[src/rtl/count_sched.sv]
`default_nettype none
// ============================================================================
// Module      : count_sched
// Description : Round-robin burst scheduler driving a shared dual counter.
// Revision    : 1.0
// ============================================================================
module count_sched #(
    parameter int NREQ  = 4,
    parameter int LEN_W = 4
) (
    input  logic                    Clk,
    input  logic                    Reset,
    input  logic [NREQ-1:0]         Req,
    input  logic [NREQ-1:0]         ReqSlt,
    input  logic [NREQ*LEN_W-1:0]   ReqLen,
    input  logic                    Pause,
    output logic [NREQ-1:0]         Gnt,
    output logic [NREQ-1:0]         Done,
    output logic                    CntEn,
    output logic                    CntSlt,
    output logic                    Busy
);

    localparam int c_PTR_W = 2;

    typedef enum logic [1:0] {
        S_IDLE  = 2'd0,
        S_BURST = 2'd1,
        S_DONE  = 2'd2
    } state_t;

    state_t               r_state;
    state_t               w_next;
    logic [c_PTR_W-1:0]   r_ptr;
    logic [LEN_W:0]       r_rem;
    logic                 r_slt;
    logic [NREQ-1:0]      r_gnt;
    logic [NREQ-1:0]      r_done;

    logic                 w_any;
    logic                 w_found;
    logic [c_PTR_W-1:0]   w_idx;
    logic [c_PTR_W-1:0]   w_win;
    logic [LEN_W-1:0]     w_sel_len;
    logic [LEN_W:0]       w_win_len;
    logic                 w_cnt_en;
    logic                 w_last;

    assign w_any = |Req;

    // Search upward from the priority pointer, wrapping modulo NREQ.
    always_comb begin
        w_win   = '0;
        w_found = 1'b0;
        w_idx   = '0;
        for (int k = 0; k < NREQ; k++) begin
            w_idx = r_ptr + c_PTR_W'(k);
            if (!w_found && Req[w_idx]) begin
                w_win   = w_idx;
                w_found = 1'b1;
            end
        end
    end

    // A zero length field encodes the maximum burst of 2**LEN_W.
    assign w_sel_len = ReqLen[w_win*LEN_W +: LEN_W];
    assign w_win_len = (w_sel_len == '0) ? {1'b1, {LEN_W{1'b0}}} : {1'b0, w_sel_len};

    assign w_cnt_en = (r_state == S_BURST) && !Pause;
    assign w_last   = w_cnt_en && (r_rem == (LEN_W+1)'(1));

    always_comb begin
        w_next = r_state;
        unique case (r_state)
            S_IDLE:  if (w_any)  w_next = S_BURST;
            S_BURST: if (w_last) w_next = S_DONE;
            S_DONE:              w_next = S_IDLE;
            default:             w_next = S_IDLE;
        endcase
    end

    always_ff @(posedge Clk) begin
        if (Reset) begin
            r_state <= S_IDLE;
            r_ptr   <= '0;
            r_rem   <= '0;
            r_slt   <= 1'b0;
            r_gnt   <= '0;
            r_done  <= '0;
        end else begin
            r_state <= w_next;
            r_done  <= '0;
            unique case (r_state)
                S_IDLE: begin
                    if (w_any) begin
                        r_gnt <= NREQ'(1) << w_win;
                        r_rem <= w_win_len;
                        r_slt <= ReqSlt[w_win];
                        r_ptr <= w_win + c_PTR_W'(1);
                    end
                end
                S_BURST: begin
                    if (w_cnt_en) begin
                        r_rem <= r_rem - (LEN_W+1)'(1);
                    end
                    if (w_last) begin
                        r_gnt  <= '0;
                        r_done <= r_gnt;
                    end
                end
                default: begin
                end
            endcase
        end
    end

    assign Gnt    = r_gnt;
    assign Done   = r_done;
    assign CntEn  = w_cnt_en;
    assign CntSlt = (r_state == S_BURST) && r_slt;
    assign Busy   = (r_state != S_IDLE);

endmodule
`default_nettype wire
[config.mk]
export PLATFORM = sky130hd
export DESIGN_NAME = count_sched
export DESIGN_NICKNAME = d
export VERILOG_FILES = /design/src/rtl/count_sched.sv
export SDC_FILE = /design/constraint.sdc
export NUM_CORES = 1
export LEC_CHECK = 0
export ABC_AREA = 1
export ABC_CLOCK_PERIOD_IN_PS = 4900
export CORE_ASPECT_RATIO = 2
export CORE_UTILIZATION = 40
export CTS_CLUSTER_SIZE = 8
export DETAILED_ROUTE_END_ITERATION = 8
export GPL_ROUTABILITY_DRIVEN = 1
export PLACE_DENSITY = 0.75
export SLEW_MARGIN = 5
export SYNTH_ARGS = -nofsm -noshare
export SYNTH_HDL_FRONTEND = slang
export SYNTH_SLANG_ARGS = --single-unit
[constraint.sdc]
create_clock -name Clk -period 4.9 [get_ports Clk]
set_clock_uncertainty 0.15 [all_clocks]
set_input_delay 0.735 -clock Clk [delete_from_list [all_inputs] [get_ports Clk]]
set_output_delay 0.735 -clock Clk [all_outputs]
set_load 0.1 [all_outputs]
[Word level (Yosys, flattened, before mapping)]
Cells that the tools add are included.
Word-level totals
  bits in registers: 18
  input port bits: 27
  output and inout port bits: 11
Operators by class
  add/sub/neg operators: 5
  $lt $le $gt $ge: 5
  eq/ne operators: 5
  shift-type cells: 2
  multiplexer cells: 27
  bitwise gates (word level): 2
  reductions and logical operators: 20
Operator list (count)
  $shiftx 16x5->4: 1
  $lt 2x3->1 const B: 5
  $mux 5: 3
  $mux 2: 6
  $bmux 1 s2: 5
  $pmux 5 s2: 1
  $mux 1: 8
  $mux 4: 2
  $pmux 4 s2: 1
  $logic_and 1x1->1: 6
  $ne 2x2->1 const B: 3
  $reduce_and 3->1: 2
  $eq 5x1->1 const B: 1
  $sub 5x1->5 const B: 1
  $add 2x1->2 const B: 2
  $add 2x2->2 const B: 2
  $logic_not 1->1: 4
  $logic_not 4->1: 1
  $pmux 2 s2: 1
  $reduce_and 2->1: 2
  $reduce_bool 2->1: 2
  $reduce_or 4->1: 1
  $shl 1x2->4 const A: 1
  $reduce_or 3->1: 1
  other kinds (3): 4

[Depth between registers and ports, before layout]
Gate-level depths: netlist of the first run.
  depth after elaboration: 17
  depth in mapped cells: 17

[Worst setup path before layout of the first run]
OpenSTA, ideal clock, no wires.
  path type: reg2reg
  from: register r_state[0]
  to: register r_done[0], in the netlist Done[0]
  library setup time: 0.065 ns
  arrival: 2.898 ns
  setup slack: 1.787 ns
  cell stages (with the launch flop): 9
  buffers on the path: 0
  period minus slack after synthesis: 3.113 ns
  path through: dfxtp_1 inv_1 nor2_1 inv_1 nor2_1 nand4_1 nor2_1 inv_1 nor2_1
Between the ends
  longest elaborated chain between the ends: 5
Ends and longest elaborated chain
  start: declaration: line 32  | state_t r_state;
  start signal: assignment: line 91  | r_state <= w_next;
  $eq 2x1->1: line 69  | assign w_cnt_en = (r_state == S_BURST) && !Pause;
  $logic_and 1x1->1: line 69
  net CntEn: line 19  | output logic CntEn,
  $logic_and 1x1->1: line 70  | assign w_last = w_cnt_en && (r_rem == (LEN_W+1)'(1));
  $not 1->1 (no source line)
  $reduce_or 3->1 (no source line)
  end signal: assignment: line 108  | r_done <= r_gnt;
  end: declaration: line 38  | logic [NREQ-1:0] r_done;
The timed path passes the listed nets, and every way through them passes these cells.
A chain may end at the register's enable or synchronous reset.

[Worst setup path after layout of the first run]
  from: register r_state[0]
  to: output port CntEn
Between the ends
  longest elaborated chain between the ends: 2
Ends and longest elaborated chain (line)
  $eq 2x1->1: 69
  $logic_and 1x1->1: 69
  end: declaration: 19
No other way between the ends.

==> reports/summary.txt, run 1 <==
Status -> finished, final reports clean
Sequential cell area fraction in the yosys report -> 26.7%
Largest net degree at the start of global routing -> 15
Final #Nets -> 283
Full die area -> 3630 um^2
Worst Path Arrival -> 2510 ps
Post-synth net total -> 245
Unrepaired setup endpoints after global routing -> no
1st-pass router iterations -> 4
Setup TNS -> 0 ps
Cell Count, Final, Fillers Out -> 280
Routability cong. -> 0.824
Initial core utilization -> 42.3%
Clock transition at path regs -> 70 ps
Final antenna diode count -> 0
Fin. max-slew vios -> 0
Max-cap viol count -> 0
Wire per inst -> 11.8 um
P per Cell Area -> 581 nW/um^2
DRC -> 0
Setup ws final -> 1510 ps
Power share of the sequential group -> 21.8%
Worst slew pin tran -> 978 ps
CTS Buf Count -> 3
Area of the multi-input gates -> 802 um^2
Register area -> 360 um^2
Cell area after synthesis -> 1350 um^2
Final Hold Viols -> 0
CP Capture Type -> output pin
Final Critical Period -> 3390 ps
Yosys top cell by area -> dfxtp_1
Clock Latency Late Sink -> 260 ps
Iter 0 DRT Violations -> 19
Count of final setup violators -> 0
Yosys reg bits -> 18
Crit path max-delay cell type -> clkdlybuf4s50_1
Post-Synthesis Cells -> 212
TritonCTS Sinks -> 18
Clock network power share -> 12.0%
Commonest cells after routing, fill and taps aside -> 51 x nand2_1, 37 x clkdlybuf4s50_1, 34 x inv_1
Routed vias/inst -> 5.03
Slowest stage delay, CP -> 1160 ps
# port buffers -> 37
FMAX -> 295 MHz
Fill cells -> 331
Buffer depth of the longest clock path -> 2
Critical path class -> flip-flop to output pin
Combinational power share -> 66.2%
Placed cell count -> 276
Layout cells sized above 1 -> 10.0%
Period utilisation layout -> 69.2%
Commonest non-fill, non-tap cell in the layout -> nand2_1
CP top delay family -> buffers and inverters
Num rows -> 29
Total Power -> 1.03 mW
First-pass GRT wire length -> 5610 um
Die X -> 43.1 um
GRT Total Usage -> 19.9%
Vias in the first global route -> 1384
Routed Antenna Nets -> 0
Synth unique cells -> 25
Worst Setup Start Kind -> flip-flop
DP Worst Slack -> 1560 ps
IO Count -> 38
H-tree depth -> 1
Placeable Area -> 3190 um^2
Slew headroom -> 34.6%
CTS tree -> built
Syn_area_per_cell -> 6.37 um^2
Int Power -> 475 uW
Hold Crit Class -> flip-flop to flip-flop
Post-synth top area share -> 26.7%
Die Ht -> 84.2 um
Syn-to-layout area delta -> 31.9%
Lkg Pwr -> 0.862 nW
Vias -> 1408
Hold_ws -> 295 ps
DP Wirelength -> 2700 um
Synth warn -> 0
Setup bufs post-CTS -> 0
Sw Share -> 54.0%
Largest cells by area after synthesis -> dfxtp_1 27%, nand2_1 14%, inv_1 9.5%
Max VDD drop -> 0.321 mV
Hold-fix buffers, CTS -> 0
Switch Pwr -> 559 uW
Crit path buf inv count -> 3
CTS-repair resized insts -> 0
Req. time, crit path -> 4010 ps
R2R Setup Slk -> 2380 ps
Root Driver -> clkbuf_8
Crit Path Max Fanout -> 7
Initial antenna violation count -> 0
CP cell instances -> inv_1, nor2_1, inv_1, nor2_1, clkdlybuf4s50_1
Drt total wl -> 3320 um
Grt total ovfl -> 0
-- power by group through the flow --
stage,logic (mW),clock network (mW),registers (mW)
global placement,0.677,0,0.228
global route,0.762,0.132,0.232
detailed placement,0.686,0,0.229
finish,0.685,0.124,0.225
CTS,0.689,0.127,0.225
floorplan,0.485,0,0.302
-- flip-flops by register name (all words and copies together) (netlist names) --
register,count
Done,4
Gnt,4
r_ptr,2
r_rem,5
r_slt,1
r_state,2
-- cells by family after synthesis --
family	after synthesis	synth area share [%]
and+or+nand+nor	109	40.3
buffers and inverters	45	13.9
AOI/OAI and AO/OA	32	12.2
DFF	18	26.7
adders and majority gates	6	5.56
xor gates and xnor gates	2	1.30
-- final cells by class --
| type | instances | share of cell area (%) |
|---|---|---|
| well taps | 31 | 2.18 |
| repair buffers | 37 | 20.8 |
| multi-input cells | 149 | 45.0 |
| inverters | 41 | 8.64 |
| clock buffers | 4 | 3.09 |
| flip-flops and latches | 18 | 20.2 |
-- synth_stat cells --
library cell   n
nand3_4        2
nor4_1         1
nand2_2        5
nand3_2        2
nor3_1         1
dfxtp_1       18
nand4_1        1
nor2_1        17
nand2_1       51
a21oi_1       16
buf_6          1
nand3b_1       6
o21ai_0       10
nand3_1       19
nand2_4        3
xor2_1         2
inv_2          7
inv_1         34
a21oi_2        1
o21ai_1        4
o22ai_1        1
ha_1           6
buf_8          1
nor2_4         1
clkbuf_1       2
-- path summary, 6_finish.rpt --
path               from  cells after the start  endpoint
max          r_state[0]                      5     CntEn
min              Gnt[3]                      2   Done[3]
max reg2reg    r_ptr[0]                     12  r_ptr[1]
min reg2reg      Gnt[3]                      2   Done[3]
-- routing by layer --
| metal | up-vias | share of wire (%) | global-route usage [%] |
|---|---|---|---|
| met5 | - | 0 | 0 |
| met4 | 0 | 4.3 | 12.9 |
| met3 | 12 | 2.7 | 2.58 |
| met2 | 28 | 57 | 36.5 |
| met1 | 630 | 36 | 19.3 |
| li1 | 738 | - | - |
-- worst min-delay path, cell delays in order (launching register included) --
cell and delay [ps]:
dfxtp_1 320, inv_1 50, nor2_1 30
-- per-stage QoR --
stage,util (%),instance area [um^2]
global placement,54.0,1730
finish,55.8,1780
floorplan,-,1350
global route,55.8,1780
CTS,55.8,1780
detailed placement,54.0,1730
Power figures use the tool's default switching activity.
==> run 2, diff against run 1 <==
--- a/config.mk
+++ b/config.mk
@@ -6,13 +6,13 @@
 export NUM_CORES = 1
 export LEC_CHECK = 0
 export ABC_AREA = 1
-export ABC_CLOCK_PERIOD_IN_PS = 4900
+export ABC_CLOCK_PERIOD_IN_PS = 2800
 export CORE_ASPECT_RATIO = 2
 export CORE_UTILIZATION = 40
 export CTS_CLUSTER_SIZE = 8
 export DETAILED_ROUTE_END_ITERATION = 8
 export GPL_ROUTABILITY_DRIVEN = 1
-export PLACE_DENSITY = 0.75
+export PLACE_DENSITY = 0.77
 export SLEW_MARGIN = 5
 export SYNTH_ARGS = -nofsm -noshare
 export SYNTH_HDL_FRONTEND = slang
==> constraint.sdc (replaced) <==
create_clock -name Clk -period 2.8 [get_ports Clk]
set_clock_uncertainty 0.15 [all_clocks]
set_input_delay 0.42 -clock Clk [delete_from_list [all_inputs] [get_ports Clk]]
set_output_delay 0.42 -clock Clk [all_outputs]
set_load 0.1 [all_outputs]
==> reports/summary.txt, run 2 (synthesis results as in run 1) <==
TritonCTS Sinks -> 18 (unchanged)
Clock Latency Late Sink -> 260 ps (about the same)
Total Power -> 1.81 mW (+75%)
Root Driver -> clkbuf_8
Dpl cell area -> 1720 um^2 (-0.58%)
Final instance area -> 1770 um^2 (-0.56%)
IO Count -> 38 (unchanged)
Syn-to-layout area delta -> 31.1%
Placeable Area -> 3190 um^2 (unchanged)
Commonest non-fill, non-tap cell in the layout -> nand2_1
Num rows -> 29 (unchanged)
Hold-fix buffers, CTS -> 0 (unchanged)
P per Cell Area -> 1020 nW/um^2 (+76%)
CTS-repair resized insts -> 0 (unchanged)
Final Hold Viols -> 0 (unchanged)
Routed vias/inst -> 5.11 (+1.6%)
Commonest cells after routing, fill and taps aside -> 51 x nand2_1, 34 x inv_1, 26 x clkdlybuf4s50_1
Count of final setup violators -> 0 (unchanged)
Vias -> 1441 (+2.3%)
Slew headroom -> 70.7% (+36 points)
Unrepaired setup endpoints after global routing -> no
1st-pass router iterations -> 4 (unchanged)
Initial antenna violation count -> 0 (unchanged)
Final core utilization -> 55.4% (-0.31 points)
Crit path max-delay cell type -> clkdlybuf4s50_1
Clock transition at path regs -> 70 ps (about the same)
Iter 0 DRT Violations -> 47 (+28)
Status -> finished, final reports clean
Full die area -> 3630 um^2 (unchanged)
Fin. max-slew vios -> 0 (unchanged)
Setup TNS -> 0 ps (unchanged)
Req. time, crit path -> 2790 ps (-1220 ps)
Final Critical Period -> 2360 ps
Wire per inst -> 11.8 um (-0.14%)
Worst Path Arrival -> 2350 ps (-160 ps)
Biggest register -> r_rem
Setup bufs post-CTS -> 0 (unchanged)
DP Wirelength -> 2660 um (-1.3%)
H-tree depth -> 1 (unchanged)
Lkg Pwr -> 0.892 nW (+3.5%)
Worst Setup Start Kind -> input port
Buffer depth of the longest clock path -> 2 (unchanged)
Largest net degree at the start of global routing -> 15 (unchanged)
Critical path class -> input port to flip-flop
Routed Antenna Nets -> 0 (unchanged)
Slowest stage delay, CP -> 530 ps (-630 ps)
Vias in the first global route -> 1356 (-2.0%)
GRT Total Usage -> 19.3% (-0.59 points)
Layout cells sized above 1 -> 15.5% (+5.5 points)
Period utilisation layout -> 84.2%
Final antenna diode count -> 0 (unchanged)
Max-cap viol count -> 0 (unchanged)
Initial core utilization -> 42.3% (unchanged)
First-pass GRT wire length -> 5630 um (+0.37%)
Worst slew pin tran -> 437 ps (-541 ps)
CP startpoint -> Req[1]
HP Start -> Gnt[0]
Largest register FFs -> 5 (unchanged)
CP cell instances -> clkdlybuf4s50_1, inv_1, nand2_1, nand3_1, nand2_2, inv_1, nand2_1, nand3_4, nand2_4, inv_2, ha_1, o21ai_0, a21oi_1
Die Ht -> 84.2 um (unchanged)
Max VDD drop -> 0.585 mV (+82%)
Drt total wl -> 3340 um (+0.57%)
Die X -> 43.1 um (unchanged)
CTS Buf Count -> 3 (unchanged)
Crit Path Max Fanout -> 14 (+7)
Final #Nets -> 285 (+0.71%)
Grt total ovfl -> 0 (unchanged)
# port buffers -> 37 (unchanged)
Hold Crit Class -> flip-flop to flip-flop
CTS tree -> built
Hold_ws -> 296 ps (+1.51 ps)
FMAX -> 424 MHz
Worst r2r src -> r_ptr[0]
CP Capture Type -> flip-flop
Routability cong. -> 0.807 (-2.0%)
DRC -> 0 (unchanged)
## run 2: worst max-delay path, delay by kind of cell
family	cells	cell delay (ps)
compound gates	2	210
fa+ha+maj	1	270
buf+inv	4	740
simple gates	6	700
## run 2: cell type report
| cell class | instances | area, um^2 |
|---|---|---|
| Clock buffer | 4 | 55.1 |
| Fill cell | 328 | 1420 |
| Inverter | 41 | 154 |
| Multi-Input combinational cell | 149 | 805 |
| Sequential cell | 18 | 360 |
| Tap cell | 31 | 38.8 |
| Timing Repair Buffer | 39 | 358 |
## run 2: per-stage QoR
step	setup WS (ps)	cells
6_report	443	282
5_1_grt	270	282
4_1_cts	442	282
3_5_place_dp	182	278
3_3_place_gp	238	278
2_1_floorplan	221	212
## run 2: final timing paths
path              slack (ps)  cells after the start       end
hold / removal           300                      2   Done[0]
setup / recovery         440                     13  r_ptr[1]
hold reg to reg          300                      2   Done[0]
setup reg to reg         530                     14  r_ptr[1]
## run 2: where the power goes
group	switching [mW]	internal, mW
clock	0.0906	0.125
sequential	0.0546	0.324
combinational	0.834	0.383
total	0.979	0.833
## run 2: layer usage
| metal | vias to the layer above | part of all wire, % | GRT usage (%) |
|---|---|---|---|
| li1 | 741 | - | - |
| met1 | 649 | 37 | 19.9 |
| met2 | 43 | 57 | 37.0 |
| met3 | 8 | 3.5 | 2.15 |
| met4 | 0 | 2.2 | 7.16 |
| met5 | - | 0 | 0 |
==> run 3, diff against run 2 <==
--- a/config.mk
+++ b/config.mk
@@ -6,7 +6,7 @@
 export NUM_CORES = 1
 export LEC_CHECK = 0
 export ABC_AREA = 1
-export ABC_CLOCK_PERIOD_IN_PS = 2800
+export ABC_CLOCK_PERIOD_IN_PS = 1900
 export CORE_ASPECT_RATIO = 2
 export CORE_UTILIZATION = 40
 export CTS_CLUSTER_SIZE = 8
==> constraint.sdc (replaced) <==
create_clock -name Clk -period 1.9 [get_ports Clk]
set_clock_uncertainty 0.15 [all_clocks]
set_input_delay 0.285 -clock Clk [delete_from_list [all_inputs] [get_ports Clk]]
set_output_delay 0.285 -clock Clk [all_outputs]
set_load 0.1 [all_outputs]
==> reports/summary.txt, run 3 (synthesis results as in run 1) <==
Initial core utilization -> 42.3% (unchanged)
CTS tree -> built
Worst Path Arrival -> 2120 ps (-230 ps)
Crit Path Max Fanout -> 8 (-6)
Worst reg2reg endpoint -> r_rem[4]
Die X -> 43.1 um (unchanged)
Setup crit end -> r_rem[4]
Crit path max-delay cell type -> dfxtp_4
Req. time, crit path -> 1950 ps (-840 ps)
Max-cap viol count -> 0 (unchanged)
Hold-fix buffers, CTS -> 0 (unchanged)
CTS Buf Count -> 3 (unchanged)
Total Power -> 3.79 mW (+110%)
Initial antenna violation count -> 0 (unchanged)
Full die area -> 3630 um^2 (unchanged)
Routability cong. -> 0.878 (+8.8%)
Buffer depth of the longest clock path -> 2 (unchanged)
Fin. max-slew vios -> 0 (unchanged)
Worst Setup Start Kind -> flip-flop
Final Hold Viols -> 0 (unchanged)
Count of final setup violators -> 11 (+11)
TritonCTS Sinks -> 18 (unchanged)
Clock network power share -> 8.4% (-3.5 points)
Drt total wl -> 4470 um (+34%)
Sw Share -> 50.7% (-3.3 points)
Clock transition at path regs -> 70 ps (about the same)
# port buffers -> 37 (unchanged)
Critical path class -> flip-flop to flip-flop
Hold Crit Class -> flip-flop to flip-flop
Max VDD drop -> 1.05 mV (+80%)
Lkg Pwr -> 1.13 nW (+27%)
Vias in the first global route -> 1626 (+20%)
Period utilisation layout -> 109%
Combinational power share -> 75.6% (+8.4 points)
GRT Total Usage -> 23.8% (+4.5 points)
Setup ws final -> -164 ps (-607 ps)
Dpl cell area -> 2040 um^2 (+19%)
Final Critical Period -> 2060 ps
Layout cells sized above 1 -> 40.4% (+25 points)
Routed Antenna Nets -> 0 (unchanged)
FMAX -> 485 MHz
Commonest cells after routing, fill and taps aside -> 31 x nand2_1, 29 x inv_1, 22 x clkdlybuf4s50_1, 22 x buf_4, 15 x dfxtp_1
Final #Nets -> 311 (+9.1%)
Worst path most repeated cell -> nand2_2
Placeable Area -> 3190 um^2 (unchanged)
R2R Setup Slk -> -160 ps (-690 ps)
Routed vias/inst -> 5.27 (+3.2%)
Final antenna diode count -> 0 (unchanged)
Final instance area -> 2390 um^2 (+35%)
Worst r2r path cells -> 16 (+2)
Vias -> 1624 (+13%)
Failing checks -> setup timing
Biggest register -> r_rem
Die Ht -> 84.2 um (unchanged)
IO Count -> 38 (unchanged)
Worst slew pin tran -> 320 ps (-118 ps)
Largest net degree at the start of global routing -> 15 (unchanged)
DRC -> 0 (unchanged)
Num rows -> 29 (unchanged)
Worst r2r src -> r_ptr[0]
First-pass GRT wire length -> 6690 um (+19%)
Commonest non-fill, non-tap cell in the layout -> nand2_1
Clock Latency Late Sink -> 260 ps (about the same)
CP cell instances -> buf_12, nand2_2, nand2_2, nand2_1, nand2_1, nand2_2, inv_2, nand2_4, nand3_4, buf_6, nand3b_1, nand3_1, nand2_2, nor2_1, nand2_1, a21oi_2
Syn-to-layout area delta -> 76.7%
1st-pass router iterations -> 4 (unchanged)
Slew headroom -> 78.5% (+7.8 points)
Switch Pwr -> 1.92 mW (+96%)
CP startpoint -> r_ptr[0]
Root Driver -> clkbuf_8
P per Cell Area -> 1590 nW/um^2 (+55%)
Largest register FFs -> 5 (unchanged)
Slowest stage delay, CP -> 380 ps (-150 ps)
Grt total ovfl -> 0 (unchanged)
Power share of the sequential group -> 16.0% (-4.9 points)
Int Power -> 1.87 mW (+120%)
DP Wirelength -> 3100 um (+16%)
H-tree depth -> 1 (unchanged)
Hold_ws -> 334 ps (+38.2 ps)
Status -> finished with violations
Iter 0 DRT Violations -> 60 (+28%)
CP Capture Type -> flip-flop
Wire per inst -> 14.5 um (+23%)
Unrepaired setup endpoints after global routing -> yes
==> run 3: cell type report <==
| type | instances | area [um^2] |
|---|---|---|
| fillers | 218 | 807 |
| inverters | 41 | 175 |
| flip-flops and latches | 18 | 369 |
| multi-input cells | 150 | 1030 |
| well taps | 31 | 38.8 |
| clock buffers | 4 | 55.1 |
| repair buffers | 64 | 714 |
==> run 3: through the flow <==
step	setup TNS (ps)	setup slack (ps)	util (%)	instances
detailed placement	-4890	-522	64.0	295
global route	-1970	-281	74.7	308
floorplan	-212	-45.0	-	212
global placement	-4810	-561	64.0	295
finish	-989	-164	74.7	308
CTS	-318	-93.9	71.3	304
==> run 3: routing by layer <==
metal	wire length [um]	GRT usage, %	vias up
li1	-	-	795
met1	1460	20.9	773
met2	2700	49.4	38
met3	114	1.08	18
met4	183	11.0	0
met5	0	0	-
==> run 3: worst min-delay path by stage <==
stage / slack, ps / depth (start not counted) / to / start
after floorplan: 310 / 2 / r_rem[1] / r_rem[1]
after global routing: 360 / 2 / Done[3] / Gnt[3]
final: 330 / 2 / Done[0] / Gnt[0]
after global placement: 320 / 2 / Done[0] / Gnt[0]
after CTS: 340 / 2 / Done[0] / Gnt[0]
after detailed placement: 330 / 2 / Done[0] / Gnt[0]
==> run 3: power by group through the flow <==
stage | Sequential (mW) | Combinational (mW) | Clock (mW)
after global placement | 0.588 | 2.15 | 0
after detailed placement | 0.594 | 2.18 | 0
final | 0.607 | 2.86 | 0.317
after global routing | 0.619 | 3.08 | 0.335
after floorplan | 0.784 | 1.32 | 0
after CTS | 0.603 | 2.49 | 0.319
==> run 3: what timing repair did <==
item,4_1_cts,5_1_grt
endpoints found under the setup margin,11,11
gates cloned,1,0
endpoints found under the hold margin,0,0
pin swaps,30,22
resized for setup,44,21
buffers inserted,4,4
==> run 3: critical path: cells and delay by family, from the launching register on <==
kind	cells	cell delay [ps]
AOI/OAI and AO/OA	1	100
buffers and inverters	3	350
and+or+nand+nor	12	1020
DFF	1	380
